### src/rtl/uart_rx_cfg.sv
// uart_rx_cfg: single-clock oversampling UART receiver with majority voting and framing checks.
// Define UART_RX_PARITY_EN to add a parity bit (even, or odd with PARITY_ODD=1) after the data.
module uart_rx_cfg #(
    parameter int CLOCK_RATE = 50000000,
    parameter int BAUD_RATE  = 115200,
    parameter int OVERSAMPLE = 16,
    parameter int DATA_BITS  = 8,
    parameter int STOP_BITS  = 1,
    parameter int PARITY_ODD = 0
) (
    input  logic                 clk,
    input  logic                 rst_n,
    input  logic                 en,
    input  logic                 in,
    output logic [DATA_BITS-1:0] out,
    output logic                 valid,
    output logic                 busy,
    output logic                 frameErr,
    output logic                 parityErr
);
    localparam int DIV = CLOCK_RATE / (BAUD_RATE * OVERSAMPLE);
    localparam int DW  = DIV > 1 ? $clog2(DIV) : 1;
    localparam int OW  = $clog2(OVERSAMPLE);
    localparam int MID = OVERSAMPLE / 2;

`ifdef UART_RX_PARITY_EN
    typedef enum logic [2:0] {S_IDLE, S_START, S_DATA, S_PARITY, S_STOP} state_t;
`else
    typedef enum logic [1:0] {S_IDLE, S_START, S_DATA, S_STOP} state_t;
`endif

    state_t               r_state, w_next;
    logic [1:0]           r_sync, r_smp;
    logic                 r_prev, r_ferr;
    logic [DW-1:0]        r_div;
    logic [OW-1:0]        r_tick;
    logic [3:0]           r_bit;
    logic [DATA_BITS-1:0] r_shift;
    logic                 w_rx, w_edge, w_tick, w_dec, w_maj, w_done;

    assign w_rx   = r_sync[1];
    assign w_edge = en & r_prev & ~w_rx;
    assign w_tick = r_div == DW'(DIV - 1);
    assign w_dec  = w_tick && r_tick == OW'(MID + 1);
    assign w_maj  = (r_smp[0] & r_smp[1]) | (w_rx & (r_smp[0] | r_smp[1]));

    always_ff @(posedge clk or negedge rst_n)
        if (!rst_n) {r_sync, r_prev} <= '1;
        else {r_sync, r_prev} <= {r_sync[0], in, r_sync[1]};

    // Tick phase is held at zero while idle so it aligns to the detected start edge.
    always_ff @(posedge clk or negedge rst_n)
        if (!rst_n) begin
            r_div  <= '0;
            r_tick <= '0;
            r_smp  <= '1;
        end else if (r_state == S_IDLE) begin
            r_div  <= '0;
            r_tick <= '0;
        end else begin
            r_div  <= w_tick ? '0 : r_div + 1'b1;
            r_tick <= !w_tick ? r_tick : r_tick == OW'(OVERSAMPLE - 1) ? '0 : r_tick + 1'b1;
            if (w_tick && r_tick == OW'(MID - 1)) r_smp[0] <= w_rx;
            if (w_tick && r_tick == OW'(MID)) r_smp[1] <= w_rx;
        end

    always_ff @(posedge clk or negedge rst_n)
        if (!rst_n) r_state <= S_IDLE;
        else r_state <= w_next;

    always_comb begin
        w_next = r_state;
        case (r_state)
            S_IDLE:   w_next = w_edge ? S_START : S_IDLE;
            S_START:  if (w_dec) w_next = w_maj ? S_IDLE : S_DATA;
`ifdef UART_RX_PARITY_EN
            S_DATA:   if (w_dec && r_bit == 4'(DATA_BITS - 1)) w_next = S_PARITY;
            S_PARITY: if (w_dec) w_next = S_STOP;
`else
            S_DATA:   if (w_dec && r_bit == 4'(DATA_BITS - 1)) w_next = S_STOP;
`endif
            S_STOP:   if (w_dec && r_bit == 4'(STOP_BITS - 1)) w_next = S_IDLE;
            default:  w_next = S_IDLE;
        endcase
        if (!en) w_next = S_IDLE;
    end

    always_comb begin
        busy   = r_state != S_IDLE;
        w_done = en && r_state == S_STOP && w_next == S_IDLE;
    end

    always_ff @(posedge clk or negedge rst_n)
        if (!rst_n) begin
            r_bit    <= '0;
            r_shift  <= '0;
            r_ferr   <= 1'b0;
            out      <= '0;
            valid    <= 1'b0;
            frameErr <= 1'b0;
        end else begin
            r_bit  <= w_next != r_state ? '0 : r_bit + 4'(w_dec);
            r_ferr <= r_state == S_STOP && (r_ferr || (w_dec && !w_maj));
            valid  <= w_done;
            if (r_state == S_DATA && w_dec) r_shift <= {w_maj, r_shift[DATA_BITS-1:1]};
            if (w_done) begin
                out      <= r_shift;
                frameErr <= r_ferr | ~w_maj;
            end
        end

`ifdef UART_RX_PARITY_EN
    logic r_perr;

    always_ff @(posedge clk or negedge rst_n)
        if (!rst_n) begin
            r_perr    <= 1'b0;
            parityErr <= 1'b0;
        end else begin
            if (r_state == S_PARITY && w_dec) r_perr <= w_maj ^ (^r_shift) ^ PARITY_ODD[0];
            if (w_done) parityErr <= r_perr;
        end
`else
    logic w_unused;
    assign w_unused  = PARITY_ODD[0];
    assign parityErr = 1'b0;
`endif
endmodule

### config.mk
export PLATFORM = sky130hd
export DESIGN_NAME = uart_rx_cfg
export DESIGN_NICKNAME = d
export VERILOG_FILES = /design/src/rtl/uart_rx_cfg.sv
export SDC_FILE = /design/constraint.sdc
export NUM_CORES = 1
export LEC_CHECK = 0
export CORE_UTILIZATION = 50
export CTS_BUF_LIST = sky130_fd_sc_hd__clkbuf_8
export DETAILED_ROUTE_END_ITERATION = 8
export GPL_TIMING_DRIVEN = 0
export HOLD_SLACK_MARGIN = 0.02
export PLACE_DENSITY = 0.77
export SLEW_MARGIN = 20
export SYNTH_ARGS = -nofsm -noshare
export SYNTH_HDL_FRONTEND = slang
export SYNTH_SLANG_ARGS = --single-unit
### constraint.sdc
create_clock -name clk -period 2.29 [get_ports clk]
set_clock_uncertainty 0.05 [all_clocks]
set_input_delay 0.229 -clock clk [delete_from_list [all_inputs] [get_ports clk]]
set_output_delay 0.229 -clock clk [all_outputs]
set_load 0.1 [all_outputs]
==> results of run 1 <==
-- cells in the mapped netlist --
cell | n | area (sq um)
conb_1 | 1 | 3.75
nor2_1 | 8 | 30.0
xor2_1 | 3 | 26.3
or4_4 | 1 | 11.3
nand2_1 | 5 | 18.8
a21oi_1 | 4 | 20.0
ha_1 | 7 | 87.6
or3_1 | 1 | 6.26
nor4_1 | 5 | 31.3
nand3b_1 | 3 | 22.5
nand4b_1 | 2 | 17.5
o211a_1 | 1 | 10.0
nor2b_1 | 1 | 6.26
nor4b_1 | 2 | 17.5
nor4_2 | 1 | 12.5
dfstp_2 | 5 | 131
inv_1 | 8 | 30.0
a21boi_0 | 1 | 7.51
o21ai_0 | 2 | 10.0
o311a_1 | 1 | 10.0
mux2_2 | 19 | 214
mux2i_1 | 2 | 20.0
a211oi_1 | 1 | 7.51
or4_1 | 2 | 15.0
xnor2_1 | 2 | 17.5
clkbuf_1 | 2 | 7.51
buf_4 | 1 | 7.51
a311o_1 | 1 | 10.0
nand3_1 | 3 | 15.0
nor3_1 | 2 | 10.0
dfrtp_1 | 34 | 851
nor4_4 | 1 | 21.3
nand2b_1 | 2 | 12.5
maj3_1 | 1 | 10.0
o31ai_1 | 2 | 15.0
nand4b_2 | 1 | 15.0
-- metal layers --
metal | vias to the layer above | routed length (um) | track usage, %
met1 | 542 | 1360 | 22.7
met2 | 19 | 1570 | 31.7
met3 | 7 | 92 | 4.83
met4 | 0 | 55 | 10.4
met5 | - | 0 | 0
li1 | 546 | - | -
-- area by class of cell --
cell class	instances	area (sq um)	share of cell area (%)
timing repair buffer	17	188	8.79
clock inverter	3	43.8	2.05
buffer	3	16.3	0.762
multi-input combinational	88	749	35.1
tap	46	57.6	2.69
inverter	8	30.0	1.41
clock buffer	5	68.8	3.22
sequential	39	982	46.0
-- worst max path at each step --
stage / cells after the start / end / startpoint / slack (ns)
finish: 4 / busy / r_state[1] / 0.14
global route: 9 / r_bit[2] / r_div[0] / 0.02
CTS: 4 / busy / r_state[1] / -0.13
detailed placement: 5 / r_shift[4] / r_div[0] / -0.17
global placement: 4 / busy / r_state[1] / -0.14
floorplan: 5 / r_shift[0] / r_div[0] / 0.26
-- what timing repair did --
item | in CTS | in global routing
hold buffers | 1 | 0
endpoints found under the setup margin | 10 | 21
endpoints found under the hold margin | 14 | 0
buffers inserted | 0 | 1
pin swaps | 1 | 1
resized for setup | 3 | 3
-- state kept, by name, summed over array words and instances (netlist names) --
| register | flops |
|---|---|
| r_tick | 4 |
| r_sync | 2 |
| r_state | 2 |
| r_shift | 8 |
| valid | 1 |
| frameErr | 1 |
| r_div | 5 |
| r_smp | 2 |
| r_bit | 4 |
| r_ferr | 1 |
| r_prev | 1 |
| out | 8 |
-- power groups by stage --
| stage | Clock (mW) | Sequential (mW) | Combinational [mW] |
|---|---|---|---|
| CTS | 0.578 | 0.702 | 0.0602 |
| global route | 0.599 | 0.703 | 0.0661 |
| detailed placement | 0 | 0.715 | 0.0595 |
| global placement | 0 | 0.715 | 0.0539 |
| floorplan | 0 | 0.714 | 0.0297 |
| finish | 0.566 | 0.703 | 0.0588 |
-- kinds of logic after synthesis --
kind of cell    after synthesis  share of synthesized area (%)
other cells                   1                          0.213
compound gates               13                           5.12
simple gates                 40                           14.9
fa+ha+maj                     8                           5.55
flops                        39                           55.8
mux                          21                           13.3
xor+xnor                      5                           2.49
buf+inv                      11                           2.56
-- per-stage QoR --
stage               setup TNS, ns  cell area, sq um  setup slack (ns)  utilization, %  instances
finish                          0              2140             0.140            63.5        209
global route                    0              2140            0.0167            63.5        209
CTS                        -0.130              2110            -0.130            62.8        208
detailed placement          -1.34              1980            -0.167            58.9        199
global placement           -0.518              1960            -0.139            58.2        198
floorplan                       0              1760             0.257               -        138
==> run_results.csv, run 1 <==
group,metric,value,unit
global_route,grt_pass1_vias,1119,
detailed_routing,routed_via_density,5.33,
cells_and_area,fill_cells,281,
timing,hold_violations,0,
critical_path,end_kind,"output port",
floorplan,die_area,0.00376,sq mm
timing,period_share,93.9,%
detailed_routing,wl_per_cell,14.7,um
critical_path,r2r_cells,9,
power,intPower,1.04,mW
timing,whs,0.290,ns
synthesis,syn_avg_cell_area,12.7,sq um
synthesis,ys_ff_latch,39,
clock_network,cts_tree,"done",
clock_network,cts.sinks,39,
critical_path,crit_family,"buffers and inverters",
critical_path,cp-start-kind,"flip-flop",
synthesis,syn_inst,138,
timing,setup_viol,0,
power,power_density,622,mW/mm^2
critical_path,critPathSlowestCell,"nor2_1",
timing,slew_violations,0,
critical_path,cp.required,2.01,ns
detailed_routing,first_pass_iters,4,
clock_network,clk_pin_slew,0.08,ns
floorplan,dieHeight,61.3,um
synthesis,syn_area,0.00176,sq mm
detailed_routing,ant_nets,0,
clock_network,ctsLongestPathBuffers,2,
hold_path,hold_class,"in2reg",
timing,slew_headroom,35.1,%
floorplan,die_x,61.3,um
critical_path,crit_buf_inv,3,
job,drv_cap,0,
hold_path,min_from,"in",
floorplan,io_pins,16,
synthesis,yosys_warnings,0,
detailed_routing,drc,0,
critical_path,path_cells,"clkbuf_1 -> nor2_1 -> inv_1 -> clkbuf_2",
global_route,track_usage,19.1,%
synthesis,ys_seq_area_share,55.8,%
power,p_switching,290,uW
placement,hpwl,2.20,mm
global_route,grt_start_max_net_pins,26,
synthesis,synth_cell_types,36,
clock_network,h-tree-depth,2,
run_status,outcome,"finished clean",
critical_path,reg2reg_from,"r_div[0]",
critical_path,arrival,1.87,ns
hold_path,hold_depth,1,
detailed_routing,routed_wl,3.08,mm
floorplan,start_util,52.3,%
power,leakage,0.995,nW
cells_and_area,final_cell_mix,"dfrtp_1 (34), mux2_2 (19), clkdlybuf4s50_1 (12)",
cells_and_area,antennaDiodeCount,0,
critical_path,crit_fanout,9,
timing,clock.fmax,0.465,GHz
power,swShare,21.9,%
timing,period_needed,2.15,ns
critical_path,cpPeakStageDelay,0.46,ns
floorplan,row_count,21,
hold_path,min_to,"r_sync[0]",
timing,rsz0062_at_grt,"false",
detailed_routing,drt_iter0_drc,17,
cells_and_area,final_common_cell,"dfrtp_1",
cells_and_area,drive_above_1_share,25.8,%
power,p_seq_share,52.9,%
power,vdd_drop_max,0.434,mV
critical_path,crit-reg2reg-capture,"r_bit[2]",
cells_and_area,nNetsFinal,173,
synthesis,syn-num-nets,149,
critical_path,critical_path_class,"reg2out",
placement,place.gp.congestion,0.774,
placement,io_buffers,14,
critical_path,reg2reg_slack,0.20,ns
global_route,grt_first_pass_wirelength,5.03,mm
detailed_routing,vias,1114,
power,power_frac_comb,4.4,%
timing,tightest_slew,0.970,ns
floorplan,coreArea,0.00336,sq mm
clock_network,cts-root-buf,"clkbuf_8",
cells_and_area,synthToLayoutAreaGrowth,21.4,%
global_route,antenna_found_initial,0,
clock_network,cts-buffers-inserted,5,
global_route,overflow,0,
power,p_total,1.33,mW
clock_network,clk_latency,0.29,ns
power,clockPowerShare,42.6,%
(Power assumes the default switching activity.)
==> run 2: changes to the inputs <==
--- a/config.mk
+++ b/config.mk
@@ -6,7 +6,6 @@
 export NUM_CORES = 1
 export LEC_CHECK = 0
 export CORE_UTILIZATION = 50
-export CTS_BUF_LIST = sky130_fd_sc_hd__clkbuf_8
 export DETAILED_ROUTE_END_ITERATION = 8
 export GPL_TIMING_DRIVEN = 0
 export HOLD_SLACK_MARGIN = 0.02
==> run_results.csv, run 2 (synthesis results as in run 1) <==
group,metric,value,unit
floorplan,io_pins,16,
critical_path,critical_path_class,"reg2out",
clock_network,cts_tree,"done",
global_route,grt_util_met2,31.7,%
job,drv_cap,0,
cells_and_area,antennaDiodeCount,0,
clock_network,clk_latency,0.34,ns
cells_and_area,reg_top3,"out x8, r_shift x8, r_div x5",
clock_network,ctsLongestPathBuffers,2,
timing,clock.fmax,0.463,GHz
cells_and_area,multiInputGateArea,752,sq um
timing,hold_violations,0,
power,p_total,1.22,mW
power,leakage,0.982,nW
global_route,grt_use_met1,22.2,%
power,clockPowerShare,37.3,%
detailed_routing,wl_per_cell,14.6,um
floorplan,die_area,0.00376,sq mm
global_route,grt_pass1_vias,1119,
detailed_routing,vias,1130,
global_route,track_usage,18.6,%
clock_network,clk_pin_slew,0.12,ns
run_status,outcome,"finished clean",
placement,io_buffers,14,
global_route,grt.busiest_layer,"met2",
placement,hpwl,2.20,mm
global_route,grt_start_max_net_pins,26,
placement,place_area,0.00198,sq mm
power,swShare,22.5,%
floorplan,dieHeight,61.3,um
timing,setup_viol,0,
timing,rsz0062_at_grt,"false",
timing,slew_violations,0,
power,vdd_drop_max,0.393,mV
clock_network,cts.sinks,39,
detailed_routing,first_pass_iters,4,
power,p_switching,274,uW
detailed_routing,routed_wl,3.05,mm
cells_and_area,final_cell_mix,"dfrtp_1 (34), mux2_2 (19), clkdlybuf4s50_1 (12)",
clock_network,cts-buffers-inserted,5,
critical_path,arrival,1.88,ns
detailed_routing,ant_nets,0,
cells_and_area,drive_above_1_share,26.4,%
timing,slew_headroom,35.1,%
detailed_routing,drc,0,
floorplan,die_x,61.3,um
cells_and_area,final_common_cell,"dfrtp_1",
detailed_routing,routed_via_density,5.41,
power,intPower,944,uW
critical_path,cp-start-kind,"flip-flop",
clock_network,h-tree-depth,2,
cells_and_area,synthToLayoutAreaGrowth,20.1,%
critical_path,cp.required,2.01,ns
cells_and_area,seq_area,982,sq um
power,power_density,576,mW/mm^2
timing,tightest_slew,0.970,ns
cells_and_area,fill_cells,284,
cells_and_area,nNetsFinal,173,
global_route,antenna_found_initial,0,
critical_path,crit_fanout,9,
cells_and_area,final_area,0.00211,sq mm
clock_network,cts-root-buf,"clkbuf_4",
global_route,overflow,0,
power,power_frac_comb,4.9,%
placement,place.gp.congestion,0.774,
floorplan,start_util,52.3,%
power,p_seq_share,57.7,%
timing,period_share,94.2,%
global_route,grt_first_pass_wirelength,4.99,mm
floorplan,row_count,21,
detailed_routing,drt_iter0_drc,20,
timing,period_needed,2.16,ns
critical_path,end_kind,"output port",
global_route,use_met3,4.83,%
hold_path,hold_class,"in2reg",
floorplan,coreArea,0.00336,sq mm
-- run 2: power groups by stage --
stage / sequential, mW / clock (mW) / combinational, mW
5_1_grt: 0.704 / 0.493 / 0.0672
6_report: 0.703 / 0.455 / 0.0600
2_1_floorplan: 0.714 / 0 / 0.0297
3_3_place_gp: 0.715 / 0 / 0.0539
3_5_place_dp: 0.715 / 0 / 0.0595
4_1_cts: 0.703 / 0.468 / 0.0611
-- run 2: final timing paths --
path	start	end	slack, ns	depth (start not counted)
worst max-delay path	r_state[1]	busy	0.13	4
worst min-delay path	in	r_sync[0]	0.23	1
worst max register to register	r_div[0]	r_bit[2]	0.16	9
worst min register to register	r_sync[0]	r_sync[1]	0.31	0
max in group asynchronous	rst_n	r_smp[1]	1.41	3
min in group asynchronous	rst_n	r_bit[0]	0.27	2
-- run 2: area by class of cell --
type / instances / area share, %
Buffer: 3 / 0.770
Clock buffer: 5 / 1.78
Clock inverter: 3 / 2.07
Inverter: 8 / 1.42
Multi-Input combinational cell: 88 / 35.6
Sequential cell: 39 / 46.5
Tap cell: 46 / 2.72
Timing Repair Buffer: 17 / 9.18
-- run 2: per-layer routing --
layer  part of all wire (%)  vias to the layer above
li1                       -                      545
met1                     44                      558
met2                     52                       19
met3                    2.8                        8
met4                    1.5                        0
met5                      0                        -
-- run 2: worst max-delay path: stages, from the launching register on --
cell             delay (ns)
dfrtp_1                0.38
clkbuf_1               0.20
nor2_2                 0.33
inv_1                  0.14
clkdlybuf4s15_2        0.49
-- run 2: what timing repair did --
action / in CTS / in global routing
resized for setup: 6 / 1
buffers inserted: 1 / 0
hold buffers: 1 / 0
endpoints found under the setup margin: 13 / 9
pin swaps: 1 / 0
endpoints found under the hold margin: 14 / 0
-- run 2: through the flow --
step | setup WS, ns | TNS, ns | hold WS, ns | util, % | instances
global placement | -0.139 | -0.518 | 0.296 | 58.2 | 198
global route | 0.00707 | 0 | 0.228 | 62.8 | 209
detailed placement | -0.167 | -1.34 | 0.117 | 58.9 | 199
CTS | 0.0527 | 0 | 0.222 | 62.6 | 209
finish | 0.132 | 0 | 0.234 | 62.8 | 209
floorplan | 0.257 | 0 | -0.117 | - | 138
==> run 3: changes to the inputs <==
--- a/config.mk
+++ b/config.mk
@@ -5,11 +5,11 @@
 export SDC_FILE = /design/constraint.sdc
 export NUM_CORES = 1
 export LEC_CHECK = 0
-export CORE_UTILIZATION = 50
+export CORE_UTILIZATION = 46
 export DETAILED_ROUTE_END_ITERATION = 8
 export GPL_TIMING_DRIVEN = 0
 export HOLD_SLACK_MARGIN = 0.02
-export PLACE_DENSITY = 0.77
+export PLACE_DENSITY = 0.66
 export SLEW_MARGIN = 20
 export SYNTH_ARGS = -nofsm -noshare
 export SYNTH_HDL_FRONTEND = slang
==> run_results.csv, run 3 (synthesis results as in run 1) <==
group,metric,value,unit
global_route,grt_start_max_net_pins,24,
cells_and_area,utilization,58.5,%
power,power_density,629,mW/mm^2
clock_network,cts-buffers-inserted,5,
clock_network,cts_tree,"done",
timing,setup_viol,0,
floorplan,row_count,22,
global_route,grt_pass1_vias,1180,
hold_path,hold_class,"in2reg",
run_status,outcome,"finished clean",
floorplan,die_area,0.00408,sq mm
global_route,overflow,0,
floorplan,io_pins,16,
floorplan,die_x,63.8,um
cells_and_area,drive_above_1_share,26.8,%
detailed_routing,routed_via_density,5.33,
clock_network,cts-root-buf,"clkbuf_8",
timing,tightest_slew,0.974,ns
critical_path,critical_path_class,"reg2reg",
timing,period_share,91.2,%
placement,hpwl,2.15,mm
cells_and_area,synthToLayoutAreaGrowth,21.7,%
timing,slew_violations,0,
floorplan,dieHeight,63.8,um
timing,hold_violations,0,
critical_path,arrival,2.22,ns
global_route,antenna_found_initial,0,
detailed_routing,first_pass_iters,4,
detailed_routing,drc,0,
floorplan,coreArea,0.00366,sq mm
critical_path,crit_fanout,10,
detailed_routing,wl_per_cell,14.4,um
placement,io_buffers,14,
critical_path,cp-start-kind,"flip-flop",
power,p_total,1.35,mW
critical_path,cp.required,2.42,ns
cells_and_area,final_common_cell,"dfrtp_1",
clock_network,ctsLongestPathBuffers,2,
placement,place.gp.congestion,0.766,
global_route,grt_first_pass_wirelength,5.48,mm
detailed_routing,drt_iter0_drc,42,
detailed_routing,vias,1131,
clock_network,cts.sinks,39,
clock_network,clk_latency,0.29,ns
cells_and_area,final_cell_mix,"dfrtp_1 (34), mux2_2 (19), clkdlybuf4s50_1 (12)",
cells_and_area,reg_top3,"out x8, r_shift x8, r_div x5",
cells_and_area,antennaDiodeCount,0,
timing,rsz0062_at_grt,"false",
floorplan,start_util,48.1,%
clock_network,h-tree-depth,2,
power,leakage,1.00,nW
power,vdd_drop_max,0.468,mV
clock_network,clk_pin_slew,0.07,ns
global_route,track_usage,17.5,%
cells_and_area,nNetsFinal,174,
detailed_routing,routed_wl,3.05,mm
critical_path,end_kind,"flip-flop",
timing,slew_headroom,34.8,%
timing,clock.fmax,0.479,GHz
detailed_routing,ant_nets,0,
timing,finalSetupTns,0,ns
timing,period_needed,2.09,ns
job,drv_cap,0,
[run 3: cell types whose count changed in the layout (fill, tap and decap cells not counted), sizes merged]
cell | before | now
clkdlybuf4s15 | 1 | 0
clkbuf | 7 | 9
clkinv | 2 | 1
buf | 4 | 5
[run 3: worst paths after layout]
check                           from        end  slack, ns  depth (start not counted)
max                         r_div[0]   r_bit[2]       0.20                          9
min                               in  r_sync[0]       0.31                          1
max reg2reg                 r_div[0]   r_bit[2]       0.20                          9
min reg2reg                r_sync[0]  r_sync[1]       0.32                          0
max in group asynchronous      rst_n   r_smp[1]       1.28                          3
min in group asynchronous      rst_n   r_bit[0]       0.36                          2
[run 3: timing repair]
item / 4_1_cts / 5_1_grt
hold endpoints to repair: 16 / 0
pin swaps: 1 / 0
buffers inserted: 2 / 0
gates cloned: 0 / 0
hold buffers: 1 / 0
endpoints found under the setup margin: 14 / 7
gates resized for setup: 3 / 4
[run 3: area by class of cell]
cell class / count / area, sq um
buffer: 3 / 16.3
multi-input combinational: 88 / 752
inverter: 8 / 30.0
clock buffer: 6 / 82.6
sequential: 39 / 982
tap: 48 / 60.1
timing repair buffer: 18 / 183
clock inverter: 2 / 35.0
fill: 301 / 1520
[run 3: power breakdown]
group / leakage (nW) / switching [mW] / total [mW] / internal, mW
Clock: 0.0612 / 0.232 / 0.585 / 0.353
Sequential: 0.526 / 0.00669 / 0.703 / 0.696
Combinational: 0.415 / 0.0424 / 0.0594 / 0.0171
[run 3: through the flow]
step	worst slack [ns]	cell area, sq um	hold slack [ns]	instances
after floorplan	0.257	1760	-0.117	138
after global placement	-0.131	1960	0.296	200
after detailed placement	-0.150	1980	0.147	201
after CTS	-0.116	2130	0.304	212
after global routing	0.00599	2140	0.300	212
final	0.202	2140	0.309	212
[run 3: layer usage]
layer / GRT usage (%) / part of all wire (%)
met2: 28.6 / 51
met5: 0 / 0
met1: 22.9 / 45
met3: 3.93 / 2.7
met4: 5.97 / 1.0
[run 3: worst max-delay path, stage by stage, from the launching register on]
cell	delay, ns
dfrtp_1	0.41
inv_1	0.07
ha_1	0.19
nand4b_4	0.23
clkbuf_2	0.26
nor2_1	0.15
ha_1	0.19
ha_1	0.18
xnor2_1	0.09
nor4_1	0.18
